## config.mk

```make
export PLATFORM = sky130hd
export DESIGN_NAME = dds_sample_sequencer_flat
export DESIGN_NICKNAME = d
export VERILOG_FILES = /design/src/rtl/dds_sample_sequencer_if.sv /design/src/rtl/dds_sample_sequencer.sv /design/src/flat_wrapper.sv
export SDC_FILE = /design/constraint.sdc
export NUM_CORES = 1
export LEC_CHECK = 0
export CAP_MARGIN = 20
export CORE_MARGIN = 4
export CORE_UTILIZATION = 50
export DETAILED_ROUTE_END_ITERATION = 12
export PLACE_DENSITY = 0.83
export SYNTH_ARGS = -nofsm -noshare
export SYNTH_HDL_FRONTEND = slang
export SYNTH_SLANG_ARGS = --single-unit
```

## constraint.sdc

```tcl
create_clock -name i_sysclk -period 4.87 [get_ports i_sysclk]
set_clock_uncertainty 0.15 [all_clocks]
set_input_delay 0.7305 -clock i_sysclk [delete_from_list [all_inputs] [get_ports i_sysclk]]
set_output_delay 0.7305 -clock i_sysclk [all_outputs]
set_load 0.1 [all_outputs]
```

## src/rtl/dds_sample_sequencer_if.sv

```systemverilog
// -----------------------------------------------------------------------------
// dds_sample_sequencer_if
// Purpose : Groups the handshake and data buses between the DDS sample
//           sequencer and its neighbours (SPI ADC front end, sine ROM and the
//           DAC/PWM loaders).
// Signals :
//   adc_start  1-cycle pulse, start an ADC conversion        (seq -> adc)
//   adc_valid  ADC result valid                               (adc -> seq)
//   adc_data   10-bit ADC result                              (adc -> seq)
//   rom_addr   10-bit sine ROM address (phase accumulator)    (seq -> rom)
//   rom_data   10-bit sine ROM word                           (rom -> seq)
//   dac_start  1-cycle pulse, load dac_data into DAC and PWM  (seq -> dac)
//   dac_data   10-bit sample for the DAC/PWM loaders          (seq -> dac)
// Modports: master = sequencer side, slave = peripheral side.
// -----------------------------------------------------------------------------
`timescale 1ns/1ps
interface dds_sample_sequencer_if;
  logic       adc_start;
  logic       adc_valid;
  logic [9:0] adc_data;
  logic [9:0] rom_addr;
  logic [9:0] rom_data;
  logic       dac_start;
  logic [9:0] dac_data;

  modport master (
    output adc_start, rom_addr, dac_start, dac_data,
    input  adc_valid, adc_data, rom_data
  );

  modport slave (
    input  adc_start, rom_addr, dac_start, dac_data,
    output adc_valid, adc_data, rom_data
  );
endinterface

```

## src/rtl/dds_sample_sequencer.sv

```systemverilog
// -----------------------------------------------------------------------------
// dds_sample_sequencer
// Purpose : Per-sample scheduler for the DDS voice path. Every DIV clocks a
//           tick starts one sample period: request an ADC conversion, take the
//           result as the phase increment, advance the phase accumulator
//           (which addresses the sine ROM), wait for the ROM and hand the ROM
//           word to the DAC/PWM loaders.
// Parameters:
//   DIV          sysclk cycles per sample tick
//   ROM_LAT      cycles from rom_addr update to valid rom_data (1..3)
//   ADC_TIMEOUT  max cycles spent waiting for adc_valid
//   FREQ_INIT    reset value of the phase increment
// Ports:
//   i_sysclk       system clock
//   i_reset        synchronous active-high reset
//   i_enable       1 = run tick divider, 0 = divider held at 0 (no new ticks)
//   io_bus         master side of dds_sample_sequencer_if (ADC/ROM/DAC)
//   o_freq         current phase increment
//   o_busy         1 whenever a sample period is in progress
//   o_adc_tmo      1-cycle pulse when the ADC wait timed out
//   o_overrun_cnt  ticks dropped because a sample was still running (sat. 255)
// Build option:
//   FREQ_SMOOTH_EN  when defined, an ADC capture moves freq a quarter of the
//                   way towards adc_data instead of replacing it.
// -----------------------------------------------------------------------------
`timescale 1ns/1ps
module dds_sample_sequencer #(
  parameter int         DIV         = 5000,
  parameter int         ROM_LAT     = 1,
  parameter int         ADC_TIMEOUT = 1023,
  parameter logic [9:0] FREQ_INIT   = 10'd127
) (
  input  logic                          i_sysclk,
  input  logic                          i_reset,
  input  logic                          i_enable,
  dds_sample_sequencer_if.master        io_bus,
  output logic [9:0]                    o_freq,
  output logic                          o_busy,
  output logic                          o_adc_tmo,
  output logic [7:0]                    o_overrun_cnt
);

  localparam int DIV_W  = (DIV > 1) ? $clog2(DIV) : 1;
  localparam int WAIT_W = $clog2(ADC_TIMEOUT + 1);
  localparam int LAT_W  = (ROM_LAT > 1) ? $clog2(ROM_LAT) : 1;

  localparam logic [DIV_W-1:0]  DIV_LAST  = DIV_W'(DIV - 1);
  localparam logic [WAIT_W-1:0] WAIT_LAST = WAIT_W'(ADC_TIMEOUT);
  localparam logic [LAT_W-1:0]  LAT_LOAD  = LAT_W'(ROM_LAT - 1);

  typedef enum logic [2:0] {
    S_IDLE,
    S_ADC_REQ,
    S_ADC_WAIT,
    S_ACCUM,
    S_ROM_WAIT,
    S_DAC_REQ
  } state_t;

  state_t             r_state;
  state_t             w_state_next;
  logic [DIV_W-1:0]   r_div_cnt;
  logic [WAIT_W-1:0]  r_wait_cnt;
  logic [LAT_W-1:0]   r_lat_cnt;
  logic [9:0]         r_phase;
  logic [9:0]         r_freq;
  logic [9:0]         r_dac_data;
  logic [7:0]         r_overrun_cnt;

  logic               w_tick;
  logic               w_adc_start;
  logic               w_dac_start;
  logic               w_adc_tmo;
  logic               w_capture;
  logic               w_accum;
  logic [9:0]         w_freq_capture;

  assign w_tick = (r_div_cnt == DIV_LAST) & i_enable;

  // Tick divider: held at 0 while disabled so re-enabling gives a full period.
  always_ff @(posedge i_sysclk) begin
    if (i_reset || !i_enable) begin
      r_div_cnt <= '0;
    end else if (r_div_cnt == DIV_LAST) begin
      r_div_cnt <= '0;
    end else begin
      r_div_cnt <= r_div_cnt + DIV_W'(1);
    end
  end

`ifdef FREQ_SMOOTH_EN
  // First-order smoothing: freq += (adc_data - freq) >>> 2 on an 11-bit
  // signed difference, result wrapped to 10 bits.
  logic signed [10:0] w_freq_diff;
  logic signed [10:0] w_freq_step;
  assign w_freq_diff    = $signed({1'b0, io_bus.adc_data}) - $signed({1'b0, r_freq});
  assign w_freq_step    = w_freq_diff >>> 2;
  assign w_freq_capture = r_freq + w_freq_step[9:0];
`else
  assign w_freq_capture = io_bus.adc_data;
`endif

  // Next-state and per-state strobes.
  always_comb begin
    w_state_next = r_state;
    w_adc_start  = 1'b0;
    w_dac_start  = 1'b0;
    w_adc_tmo    = 1'b0;
    w_capture    = 1'b0;
    w_accum      = 1'b0;
    case (r_state)
      S_IDLE: begin
        if (w_tick) w_state_next = S_ADC_REQ;
      end
      S_ADC_REQ: begin
        w_adc_start  = 1'b1;
        w_state_next = S_ADC_WAIT;
      end
      S_ADC_WAIT: begin
        // A result arriving on the timeout cycle still counts as valid.
        if (io_bus.adc_valid) begin
          w_capture    = 1'b1;
          w_state_next = S_ACCUM;
        end else if (r_wait_cnt == WAIT_LAST) begin
          w_adc_tmo    = 1'b1;
          w_state_next = S_ACCUM;
        end
      end
      S_ACCUM: begin
        w_accum      = 1'b1;
        w_state_next = S_ROM_WAIT;
      end
      S_ROM_WAIT: begin
        if (r_lat_cnt == '0) w_state_next = S_DAC_REQ;
      end
      S_DAC_REQ: begin
        w_dac_start  = 1'b1;
        w_state_next = S_IDLE;
      end
      default: w_state_next = S_IDLE;
    endcase
  end

  always_ff @(posedge i_sysclk) begin
    if (i_reset) begin
      r_state       <= S_IDLE;
      r_wait_cnt    <= '0;
      r_lat_cnt     <= '0;
      r_phase       <= '0;
      r_freq        <= FREQ_INIT;
      r_dac_data    <= '0;
      r_overrun_cnt <= '0;
    end else begin
      r_state <= w_state_next;

      if (r_state == S_ADC_REQ) begin
        r_wait_cnt <= '0;
      end else if (r_state == S_ADC_WAIT) begin
        r_wait_cnt <= r_wait_cnt + WAIT_W'(1);
      end

      if (r_state == S_ACCUM) begin
        r_lat_cnt <= LAT_LOAD;
      end else if (r_state == S_ROM_WAIT && r_lat_cnt != '0) begin
        r_lat_cnt <= r_lat_cnt - LAT_W'(1);
      end

      if (w_capture)   r_freq     <= w_freq_capture;
      // Phase wraps silently modulo 1024.
      if (w_accum)     r_phase    <= r_phase + r_freq;
      if (w_dac_start) r_dac_data <= io_bus.rom_data;

      // A tick that lands while a sample is running is dropped and counted.
      if (w_tick && r_state != S_IDLE && r_overrun_cnt != 8'hFF) begin
        r_overrun_cnt <= r_overrun_cnt + 8'd1;
      end
    end
  end

  assign io_bus.adc_start = w_adc_start;
  assign io_bus.rom_addr  = r_phase;
  assign io_bus.dac_start = w_dac_start;
  // The ROM word is forwarded during the load cycle so dac_data is already
  // valid alongside dac_start; the register holds it afterwards.
  assign io_bus.dac_data  = (r_state == S_DAC_REQ) ? io_bus.rom_data : r_dac_data;

  assign o_freq        = r_freq;
  assign o_busy        = (r_state != S_IDLE);
  assign o_adc_tmo     = w_adc_tmo;
  assign o_overrun_cnt = r_overrun_cnt;

endmodule

```

## src/flat_wrapper.sv

```systemverilog
// flat-port wrapper written by rule: the top's interface ports become plain ports
module dds_sample_sequencer_flat 
#(
  parameter int         DIV         = 5000,
  parameter int         ROM_LAT     = 1,
  parameter int         ADC_TIMEOUT = 1023,
  parameter logic [9:0] FREQ_INIT   = 10'd127
)
  (i_sysclk, i_reset, i_enable, o_freq, o_busy, o_adc_tmo, o_overrun_cnt, io_bus_adc_start, io_bus_rom_addr, io_bus_dac_start, io_bus_dac_data, io_bus_adc_valid, io_bus_adc_data, io_bus_rom_data);
  dds_sample_sequencer_if io_bus_i ();
  input  logic i_sysclk;
  input  logic i_reset;
  input  logic i_enable;
  output logic [9:0] o_freq;
  output logic o_busy;
  output logic o_adc_tmo;
  output logic [7:0] o_overrun_cnt;
  output wire logic [$bits(io_bus_i.adc_start)-1:0] io_bus_adc_start;
  output wire logic [$bits(io_bus_i.rom_addr)-1:0] io_bus_rom_addr;
  output wire logic [$bits(io_bus_i.dac_start)-1:0] io_bus_dac_start;
  output wire logic [$bits(io_bus_i.dac_data)-1:0] io_bus_dac_data;
  input wire logic [$bits(io_bus_i.adc_valid)-1:0] io_bus_adc_valid;
  input wire logic [$bits(io_bus_i.adc_data)-1:0] io_bus_adc_data;
  input wire logic [$bits(io_bus_i.rom_data)-1:0] io_bus_rom_data;
  assign io_bus_adc_start = io_bus_i.adc_start;
  assign io_bus_rom_addr = io_bus_i.rom_addr;
  assign io_bus_dac_start = io_bus_i.dac_start;
  assign io_bus_dac_data = io_bus_i.dac_data;
  assign io_bus_i.adc_valid = io_bus_adc_valid;
  assign io_bus_i.adc_data = io_bus_adc_data;
  assign io_bus_i.rom_data = io_bus_rom_data;
  dds_sample_sequencer #(.DIV(DIV), .ROM_LAT(ROM_LAT), .ADC_TIMEOUT(ADC_TIMEOUT), .FREQ_INIT(FREQ_INIT)) u_core (.i_sysclk(i_sysclk), .i_reset(i_reset), .i_enable(i_enable), .io_bus(io_bus_i), .o_freq(o_freq), .o_busy(o_busy), .o_adc_tmo(o_adc_tmo), .o_overrun_cnt(o_overrun_cnt));
endmodule
```

==> results.txt, run 1 <==
- Relative to the synthesized area, the layout overhead comes to 27.6%.
* Pin count of the biggest net entering global routing: 28
* Dominant synthesized flop cell: sky130_fd_sc_hd__dfxtp_1
* Final WL: 7050 µm
* Most repeated library cell on the critical path: sky130_fd_sc_hd__nand2_1
- The run finished with clean final reports.
- The first global-routing pass estimated 11900 µm of wire.
* Post-detailed-placement half-perimeter wirelength: 5030 µm
* Crit path max-delay family: buffers and inverters
- Post-synth EDFFs: 0
- Summed over all cells, the static leakage comes to 1.56 nW.
- The critical path goes through nand3b_1 > inv_1 > nand2_1 > nand2_1 > clkdlybuf4s50_1.
* Congestion Overflow GR: 0
* Synthesis Warnings: 0
* Largest family of logic cells by synthesized area: simple AND/OR/NAND/NOR gates
- Post-DP Area: 3870 µm²
* Most frequent cells after synthesis: sky130_fd_sc_hd__nand2_1 (67), sky130_fd_sc_hd__dfxtp_1 (65), sky130_fd_sc_hd__nor2_1 (32)
- Proportion of power drawn by the clock network: 0.468
- Fin. Hold Viols: 0
* Crit path max-delay cell type: sky130_fd_sc_hd__clkdlybuf4s50_1
* Critical path buffer and inverter count: 2
- After the flow finishes, the layout carries non-filler instances totaling 517.
- Across the run, the number of max-cap violations was 0.
* Combined global-route utilization of all metal layers: 0.192
- Per-cell routed wire length: 13.6 µm
- TritonCTS built the clock tree.
- Number of clock buffers inserted by TritonCTS: 9
* Post-Synthesis Net Count: 414
* Cell area after synthesis: 3200 µm²
- Net switching power of the design: 0.000212 W
* Hold-fix buffer count after cts: 0
* Number of H-tree branching levels: 3
- Via count: 2814
- Of the available clock period, the critical path in the final layout requires 0.781.
- Summing all non-filler instances in the final layout gives an area of 4080 µm².
- Clock latency of the later-clocked register in the worst-skew pair: 0.34 ns
- No sink is reached through more buffers than the 2 on the longest clock path.
- Xor/xnor share of the synthesized area: 0.0685
- Post-synth top area share: 0.407
* Register clock-pin slew on the reported worst setup and hold paths: 0.07 ns
- Initial antenna violation count: 0
- Std cell rows: 28
- The compound-gate portion of the synthesized area is 0.107.
- Largest stage delay on the critical path: 1.15 ns
* Setup violations, final: 0
* Number of antenna cells inserted: 0
- Arrival time of the worst setup path: 2.92 ns
* Power density normalized to cell area: 260 nW/µm²
* FFs w/ async S/R, synth: 0
- Share of synthesized area occupied by flip-flops and latches: 0.407
- In the final layout, the share of cells above drive strength 1 is 0.0588.
* Number of antenna-violating nets in the routed design: 0
- At the worst endpoint, the required time is 3.99 ns.
* RSZ-0062 raised after global routing: no
* Number of instances in the synthesized netlist: 377
- In the routed layout, each cell is associated on average with a via count of 5.44.
- Min-Delay Path Class: reg2reg
- Logic pwr share: 0.030
- Number of clock sinks: 65
- In this run, post-CTS repair resized a total of 0 instances.
* Relative slew margins: 0.341
- Setup total negative slack on the finished layout was measured at 0 ns.
* Final Wtd Congestion: 0.805
* Minimum clock period after layout: 3.80 ns
* Reg power frac: 0.502
* Count of buffers from port buffering: 65
- Crit. End Element: primary output
* Max-slew violations: 0
- Floorplan die width: 88.0 µm
- CP Launch Type: flip-flop
- Simple logic cell fraction of the synthesized area: 0.324
- Measured against the total synthesized area, the mux share comes to 0.00313.
* Final #Nets: 475
* Number of primary I/O pins: 66
- sky130_fd_sc_hd__nand2_1 is the most common cell in the netlist.
- Core Area: 6060 µm²
* Number of distinct library cell variants in the gate-level netlist after synthesis: 56
* Synth top area cells: sky130_fd_sc_hd__dfxtp_1 (41%), sky130_fd_sc_hd__nand2_1 (7.9%), sky130_fd_sc_hd__xnor2_1 (4.9%), sky130_fd_sc_hd__ha_1 (4.7%), sky130_fd_sc_hd__nand3_1 (3.8%)
- Type of the worst setup path: reg2out
- The die covers 7740 µm².
- The tree is rooted in a sky130_fd_sc_hd__clkbuf_8.
* Share of total power consumed by net switching: 0.200
- After synthesis the netlist holds a flip-flop and latch count of 65.
- Maximum operating frequency: 263 MHz
- The filler cells instantiated in the layout total 491.
- Post-synthesis share of cell area spent on full adders, half adders and majority gates: 0.0532
- Initial Util: 0.527
- Cell accounting for the most synthesized area: sky130_fd_sc_hd__dfxtp_1
- Via count of the first global-routing pass: 2775
- Avg Inst Size Synth: 8.48 µm²
- From bottom edge to top edge, the die measures 88.0 µm.
* Layout Utilization: 0.673
- Of all nets on the critical path, the largest fanout is 11.
- The first routing iteration left 137 violations.
- For the pin with the worst max-slew slack, the measured transition is 0.985 ns.
- Placed Cells incl. Taps: 502
- Internal power comes to 0.000850 W.
- Peak supply drop: 0.188 mV
* Drt first pass iters: 4
- The number of setup buffers added after CTS is 0.
* DRC violations left: 0
-- layout make-up --
class	count	area [µm²]	area share
multi-input combinational	286	1780	0.436
sequential	65	1300	0.319
timing repair buffer	66	658	0.161
clock buffer	12	145	0.0356
tap	75	93.8	0.0230
clock inverter	3	65.1	0.0159
inverter	10	37.5	0.00920
-- power groups by stage --
stage          sequential, W  clock (W)  combinational (W)
3_3_place_gp        0.000545          0          0.0000316
6_report            0.000533   0.000497          0.0000316
5_1_grt             0.000533   0.000523          0.0000342
3_5_place_dp        0.000545          0          0.0000315
2_1_floorplan       0.000545          0         0.00000979
4_1_cts             0.000533   0.000505          0.0000319
-- layout by cell type (no fill, tap or decap), types with 2 or more instances in the layout --
| master | synthesis | layout |
|---|---|---|
| sky130_fd_sc_hd__a2111oi_0 | 2 | 2 |
| sky130_fd_sc_hd__a211o_1 | 2 | 2 |
| sky130_fd_sc_hd__a211oi_1 | 3 | 3 |
| sky130_fd_sc_hd__a21o_1 | 2 | 2 |
| sky130_fd_sc_hd__a21oi_1 | 14 | 14 |
| sky130_fd_sc_hd__and2_1 | 13 | 13 |
| sky130_fd_sc_hd__and3_1 | 8 | 8 |
| sky130_fd_sc_hd__and4_1 | 2 | 2 |
| sky130_fd_sc_hd__bufinv_16 | 0 | 2 |
| sky130_fd_sc_hd__clkbuf_1 | 9 | 2 |
| sky130_fd_sc_hd__clkbuf_8 | 0 | 10 |
| sky130_fd_sc_hd__clkdlybuf4s50_1 | 0 | 65 |
| sky130_fd_sc_hd__dfxtp_1 | 65 | 65 |
| sky130_fd_sc_hd__ha_1 | 12 | 12 |
| sky130_fd_sc_hd__inv_1 | 9 | 9 |
| sky130_fd_sc_hd__nand2_1 | 67 | 67 |
| sky130_fd_sc_hd__nand2b_1 | 2 | 2 |
| sky130_fd_sc_hd__nand3_1 | 24 | 24 |
| sky130_fd_sc_hd__nand3b_1 | 3 | 3 |
| sky130_fd_sc_hd__nand4_1 | 5 | 5 |
| sky130_fd_sc_hd__nand4_4 | 2 | 2 |
| sky130_fd_sc_hd__nor2_1 | 32 | 32 |
| sky130_fd_sc_hd__nor2b_1 | 3 | 3 |
| sky130_fd_sc_hd__nor3_1 | 8 | 8 |
| sky130_fd_sc_hd__nor3_2 | 2 | 2 |
| sky130_fd_sc_hd__nor3b_1 | 4 | 4 |
| sky130_fd_sc_hd__nor4_1 | 4 | 4 |
| sky130_fd_sc_hd__nor4b_1 | 2 | 2 |
| sky130_fd_sc_hd__o211ai_1 | 3 | 3 |
| sky130_fd_sc_hd__o21a_1 | 5 | 5 |
| sky130_fd_sc_hd__o21ai_0 | 11 | 11 |
| sky130_fd_sc_hd__or2_2 | 2 | 2 |
| sky130_fd_sc_hd__or3_1 | 5 | 5 |
| sky130_fd_sc_hd__xnor2_1 | 18 | 18 |
| sky130_fd_sc_hd__xor2_1 | 7 | 7 |
-- state kept, by name, summed over array words and instances (netlist names) --
| register | flops |
|---|---|
| u_core.o_freq | 10 |
| u_core.r_lat_cnt | 1 |
| u_core.r_div_cnt | 13 |
| u_core.r_state | 3 |
| u_core.o_overrun_cnt | 8 |
| u_core.r_dac_data | 10 |
| u_core.r_wait_cnt | 10 |
| u_core.io_bus.rom_addr | 10 |
-- path summary, 6_finish.rpt --
check	startpoint	endpoint	slack (ns)	depth (start not counted)
min reg2reg	u_core.r_div_cnt[0]	u_core.r_div_cnt[0]	0.31	1
min	u_core.r_div_cnt[0]	u_core.r_div_cnt[0]	0.31	1
max	u_core.r_state[0]	io_bus_dac_data[8]	1.07	5
max reg2reg	u_core.o_freq[0]	u_core.io_bus.rom_addr[8]	2.52	8
-- stage by stage --
stage,setup slack [ns],power [W],hold WS [ns]
after floorplan,0.801,0.000555,0.272
after global placement,1.46,0.000576,0.284
after detailed placement,1.39,0.000576,0.296
after CTS,1.02,0.00107,0.311
after global routing,0.825,0.00109,0.331
final,1.07,0.00106,0.310
-- routing by layer --
| metal | routed length, µm | vias up | global-route usage |
|---|---|---|---|
| li1 | - | 1431 | - |
| met4 | 161 | 0 | 0.0934 |
| met1 | 3150 | 1297 | 0.229 |
| met5 | 0 | - | 0 |
| met3 | 382 | 14 | 0.0310 |
| met2 | 3360 | 72 | 0.335 |
-- logic make-up after synthesis --
group	after synthesis
AO/OA/AOI/OAI	52
XOR/XNOR	25
adder cells (fa/ha/maj)	13
buffers and inverters	26
flip-flops	65
multiplexers	1
AND/OR/NAND/NOR	195
(Power assumes the default switching activity.)
==> inputs of run 2 (changes only) <==
==> constraint.sdc (replaced) <==
create_clock -name i_sysclk -period 3.6 [get_ports i_sysclk]
set_clock_uncertainty 0.15 [all_clocks]
set_input_delay 0.54 -clock i_sysclk [delete_from_list [all_inputs] [get_ports i_sysclk]]
set_output_delay 0.54 -clock i_sysclk [all_outputs]
set_load 0.1 [all_outputs]
==> run 2 against run 1 <==
Sequential share of layout area rose by 0.11 points. Highest routed layer unchanged. Largest cell class unchanged. Non-clock buffer count rose by 1. First-iteration DRC count fell by 11%. Final cell count rose by 0.19%.
==> results.txt, run 2 (synthesized netlist as in run 1, its figures left out) <==
* Status: finished, final reports clean
- From synthesis to final layout, the design area changed by 27.2%.
- RSZ-0062 raised after global routing: no
* Minimum clock period after layout: 2.76 ns
- The finished cells cover 4070 µm².
* CP max FO: 11
* CP Launch Type: flip-flop
- Type of the worst setup path: reg2out
- TritonCTS built the clock tree.
- Buffers inserted to repair hold after CTS numbered 0.
- The worst-case IR drop observed on VDD is 0.197 mV.
* Register clock-pin slew on the reported worst setup and hold paths: 0.07 ns
* Number of primary I/O pins: 66
- Across the run, the number of max-cap violations was 0.
- The placed instances occupy a cell area of 3850 µm².
- For this run, the total global-route usage over all layers was measured as 0.195.
- The tree built by TritonCTS fans out to 65 sinks.
- Final Wtd Congestion: 0.818
* Power density normalized to cell area: 349 nW/µm²
- For the final routed database, the setup TNS stands at 0 ns.
- For this block, the via count after detailed routing is 2815.
* DRC violations left: 0
- Max-slew violations: 0
* Layout Utilization: 0.671
* Per-cell routed wire length: 13.7 µm
* Largest register FFs: 13
- Fraction of final layout cells sized beyond drive strength 1: 0.102
* Number of clock buffers inserted by TritonCTS: 9
* Pin count of the biggest net entering global routing: 27
- Dividing the detail-routed via count by the number of cells gives 5.43.
- The number of antenna diodes in the final layout is 0.
- The floorplan step defined a die boundary enclosing 7740 µm².
* Via count of the first global-routing pass: 2751
* Buffers inserted by post-CTS timing repair: 0
* Fin. Hold Viols: 0
- Count of buffers from port buffering: 65
* Register bank with the most flops: u_core.r_div_cnt
- Static Leakage: 1.60 nW
- Floorplan die width: 88.0 µm
* Number of antenna-violating nets in the routed design: 0
- Final WL: 7120 µm
- Post-Layout Cell Count: 518
* Post-detailed-placement half-perimeter wirelength: 5180 µm
- Min-Delay Path Class: reg2reg
- Final #Nets: 476
- Leaving out fill and tap cells, the most frequent cell in the layout is sky130_fd_sc_hd__nand2_1.
- At the worst endpoint, the required time is 2.91 ns.
- Std cell rows: 28
- The core region is 6060 µm².
* Congestion Overflow GR: 0
- Bufs on Longest Clock Path: 2
- Initial antenna violation count: 0
- Setup violations remaining at the end of the flow were counted as 0.
* Root buffer selected by CTS: sky130_fd_sc_hd__clkbuf_8
- Number of violations reported at the end of detailed-routing iteration 0: 122
- Once the clock tree was built, the resizer swapped 0 gates to a different size.
- Clock latency of the later-clocked register in the worst-skew pair: 0.34 ns
* Drt first pass iters: 4
- At the worst endpoint, the arrival time is 2.07 ns.
- In the finished design, the share of the clock period the worst path needs comes to 0.767.
* Placed Cells incl. Taps: 503
- Crit. End Element: primary output
- The worst pin sits at a relative slew slack of 0.331.
- The initial utilization of the core area, before any placement, comes to 0.527.
- The clock tree synthesis step divided the H-tree into 3 levels.
- At the pin with the least slew margin, the transition time is 1.00 ns.
- Wire length of the first global-routing pass: 12100 µm
- The library cells used most frequently in the layout, excluding fill and tap cells, are sky130_fd_sc_hd__nand2_1 (67), sky130_fd_sc_hd__dfxtp_1 (65), sky130_fd_sc_hd__clkdlybuf4s50_1 (51).
- Based on the critical path, the design can be clocked at up to 362 MHz.
* Die Ht: 88.0 µm
==> run 2: changes by cell type in the layout (fill, tap and decap cells not counted) <==
cell                              before  now
sky130_fd_sc_hd__buf_4                 1   16
sky130_fd_sc_hd__clkdlybuf4s50_1      65   51
sky130_fd_sc_hd__clkbuf_8             10   13
sky130_fd_sc_hd__clkbuf_1              2    0
sky130_fd_sc_hd__nor3b_1               4    2
sky130_fd_sc_hd__nor3b_2               0    2
sky130_fd_sc_hd__bufinv_16             2    1
==> run 2: routing by layer <==
layer | part of all wire | up-vias | global-route usage
li1 | - | 1428 | -
met1 | 0.44 | 1303 | 0.225
met2 | 0.48 | 74 | 0.343
met3 | 0.069 | 10 | 0.0461
met4 | 0.014 | 0 | 0.0823
met5 | 0 | - | 0
==> run 2: cell type report <==
cell class | count | area, µm²
fillers | 487 | 1990
multi-input cells | 286 | 1790
flip-flops and latches | 65 | 1300
repair buffers | 67 | 631
clock buffers | 13 | 179
well taps | 75 | 93.8
inverters | 10 | 37.5
clock inverters | 2 | 35.0
==> run 2: path summary, 6_finish.rpt <==
| kind | startpoint | endpoint | slack, ns | cells after the start |
|---|---|---|---|---|
| setup / recovery | u_core.r_state[0] | io_bus_dac_data[7] | 0.84 | 5 |
| hold / removal | u_core.r_div_cnt[0] | u_core.r_div_cnt[0] | 0.32 | 1 |
| setup reg to reg | u_core.o_freq[0] | u_core.io_bus.rom_addr[8] | 1.33 | 8 |
| hold reg to reg | u_core.r_div_cnt[0] | u_core.r_div_cnt[0] | 0.32 | 1 |
==> run 2: power by group <==
part / switching [W] / internal (W)
clock: 0.000266 / 0.000391
sequential: 0.000000970 / 0.000720
combinational: 0.0000185 / 0.0000254
total: 0.000285 / 0.00114
==> run 2: critical path, cell delays in order (launching register included) <==
cell and delay (ns):
sky130_fd_sc_hd__dfxtp_1 0.52, sky130_fd_sc_hd__nand3b_1 0.35, sky130_fd_sc_hd__inv_1 0.38, sky130_fd_sc_hd__nand2_1 0.11
sky130_fd_sc_hd__nand2_1 0.09, sky130_fd_sc_hd__buf_4 0.29
==> run 2: metrics by stage <==
step                hold WS, ns  power, W  setup slack [ns]
detailed placement        0.304  0.000781              1.20
CTS                       0.318   0.00143             0.833
global placement          0.287  0.000781              1.29
finish                    0.317   0.00142             0.840
global route              0.345   0.00146             0.682
floorplan                 0.272  0.000750             0.415
==> inputs of run 3 (changes only) <==
==> constraint.sdc (replaced) <==
create_clock -name i_sysclk -period 2.58 [get_ports i_sysclk]
set_clock_uncertainty 0.15 [all_clocks]
set_input_delay 0.387 -clock i_sysclk [delete_from_list [all_inputs] [get_ports i_sysclk]]
set_output_delay 0.387 -clock i_sysclk [all_outputs]
set_load 0.1 [all_outputs]
==> run 3 against run 2 <==
Count of clock-buffer cells in the layout fell by 2. Sequential power rose by 40%. Utilization rose by 2.2 points. Final cell count rose by 0.97%. Combinational power rose by 44%. First-iteration DRC count rose by 8.2%. Critical path type unchanged. Die area did not move. Sequential cell count did not move. Non-clock buffer count rose by 4. Worst hold slack improved by 0.0010 ns.
==> results.txt, run 3 (synthesized netlist as in run 1, its figures left out) <==
* Type of the worst setup path: reg2out
- The worst setup path is launched from a flip-flop.
* Hold-fix buffer count after cts: 0
- Pin count of the biggest net entering global routing: 27
- Amount of wire on met3 after detailed routing: 436 µm
- Initial antenna violation count: 0
- Setup violations, final: 0
- In this run, placement finished with an instance count of 507.
* Static Leakage: 1.70 nW
* Sum of negative setup slack: 0 ns
- 0 antenna diodes ended up in the layout.
- Wire length the detailed router placed on met1: 3090 µm
- Detailed routing inserted a total of 2869 vias.
- In this run the worst hold path is classified as reg2reg.
- Post-cts sizing count: 0
- Post-DR vias/cell: 5.49
* Clock tree from TritonCTS: yes
- Layout Utilization: 0.693
* Number of inserted filler cells in the final layout: 482
- Measured along the y axis, the die boundary spans 88.0 µm.
- Number of antenna-violating nets in the routed design: 0
- The H-tree generated during clock tree synthesis spans 3 levels.
* Post-detailed-placement half-perimeter wirelength: 5190 µm
- The first detailed-routing pass ran for 4 iterations.
- Dividing the final minimum period by the clock period gives 0.934.
- Post-Layout Cell Count: 523
* Count of buffers from port buffering: 65
- Largest register FFs: 13
* Max-cap violation count: 0
- Initial Util: 0.527
* Floorplan die width: 88.0 µm
* Total die area: 7740 µm²
* Minimum clock period after layout: 2.41 ns
- Met2 WL: 3690 µm
- The first global-routing pass estimated 12300 µm of wire.
* Per-cell routed wire length: 14.1 µm
- Number of clock buffers inserted by TritonCTS: 9
* Number of clock sinks: 65
* Fraction of final layout cells sized beyond drive strength 1: 0.188
* Final #Nets: 480
* Slack of the critical path: 0.171 ns
- Based on the critical path, the design can be clocked at up to 415 MHz.
- Number of violations reported at the end of detailed-routing iteration 0: 132
* CP max FO: 5
- Bufs on Longest Clock Path: 2
- Leaving out fill and tap cells, the most frequent cells in the layout are sky130_fd_sc_hd__nand2_1 (67), sky130_fd_sc_hd__dfxtp_1 (59), sky130_fd_sc_hd__buf_4 (36).
- Summed over all layers, the global routing overflow is 0.
- DRC violations left: 0
- Clock-pin slew was measured on the worst setup and hold paths at 0.07 ns.
- Compared with the post-synthesis result, the final layout area differs by 31.4%.
* Final Wtd Congestion: 0.823
* Setup slack after placement: 0.348 ns
- The number of hold violations in the final report was 0.
* Clock latency of the later-clocked register in the worst-skew pair: 0.35 ns
* Std cell rows: 28
- The number of global-route vias before repair came to 2767.
* Core Area: 6060 µm²
- For the worst setup path, the data required time is 2.04 ns.
- The count of pins over their slew limit was 0.
* Worst Tran Pin Value: 0.475 ns
- Arrival time of the worst setup path: 1.87 ns
- Combined global-route utilization of all metal layers: 0.202
* Buffers inserted by post-CTS timing repair: 0
- STA classifies the critical path endpoint as a primary output.
* Power density normalized to cell area: 494 nW/µm²
- The library cell used most frequently in the layout, excluding fill and tap cells, is sky130_fd_sc_hd__nand2_1.
- The flow ran to the end, and the final reports show no timing, DRC or antenna violations.
- RSZ-0062 raised after global routing: no
- In this run the clock root is driven by a sky130_fd_sc_hd__clkbuf_8.
- Max Used Layer: met4
- The routed design has 7370 µm of wire.
- Register bank with the most flops: u_core.r_div_cnt
- Relative slew margins: 0.683
- Pin placement for this block handled 66 I/O pins.
- The worst-case IR drop observed on VDD is 0.398 mV.
==> run 3: worst paths after layout <==
kind | from | end | slack [ns] | cells after the start
max | u_core.r_wait_cnt[3] | o_adc_tmo | 0.17 | 5
min | u_core.r_div_cnt[0] | u_core.r_div_cnt[0] | 0.32 | 1
max reg2reg | u_core.o_freq[0] | u_core.io_bus.rom_addr[8] | 0.32 | 8
min reg2reg | u_core.r_div_cnt[0] | u_core.r_div_cnt[0] | 0.32 | 1
==> run 3: critical path: stages (launching register included) <==
cell	delay (ns)
sky130_fd_sc_hd__dfxtp_1	0.39
sky130_fd_sc_hd__and4_1	0.22
sky130_fd_sc_hd__nand3_1	0.11
sky130_fd_sc_hd__or2_2	0.33
sky130_fd_sc_hd__nor3b_2	0.26
sky130_fd_sc_hd__buf_12	0.21
==> run 3: stage by stage <==
stage	total power (W)	hold WS [ns]	cell area [µm²]
finish	0.00208	0.318	4200
CTS	0.00208	0.321	4200
global placement	0.00109	0.284	3970
detailed placement	0.00109	0.297	3970
global route	0.00212	0.339	4200
floorplan	0.00105	0.272	3220
==> run 3: where the power goes <==
part	switching, W	internal, W	leakage, nW	total, W
registers	0.00000125	0.00100	0.524	0.00101
clock network	0.000414	0.000593	0.115	0.00101
logic	0.0000268	0.0000365	1.06	0.0000633
total	0.000442	0.00163	1.70	0.00208
==> run 3: cell type report <==
cell class	instances	area, µm²	share of cell area
clock buffer	11	151	0.0361
clock inverter	5	77.6	0.0185
inverter	10	37.5	0.00894
multi-input combinational	286	1790	0.426
sequential	65	1310	0.312
tap	75	93.8	0.0223
timing repair buffer	71	741	0.176
==> run 3: routing by layer <==
layer  vias up  GRT usage
met1      1332      0.229
met5         -          0
li1       1444          -
met2        77      0.360
met3        16     0.0376
met4         0      0.102
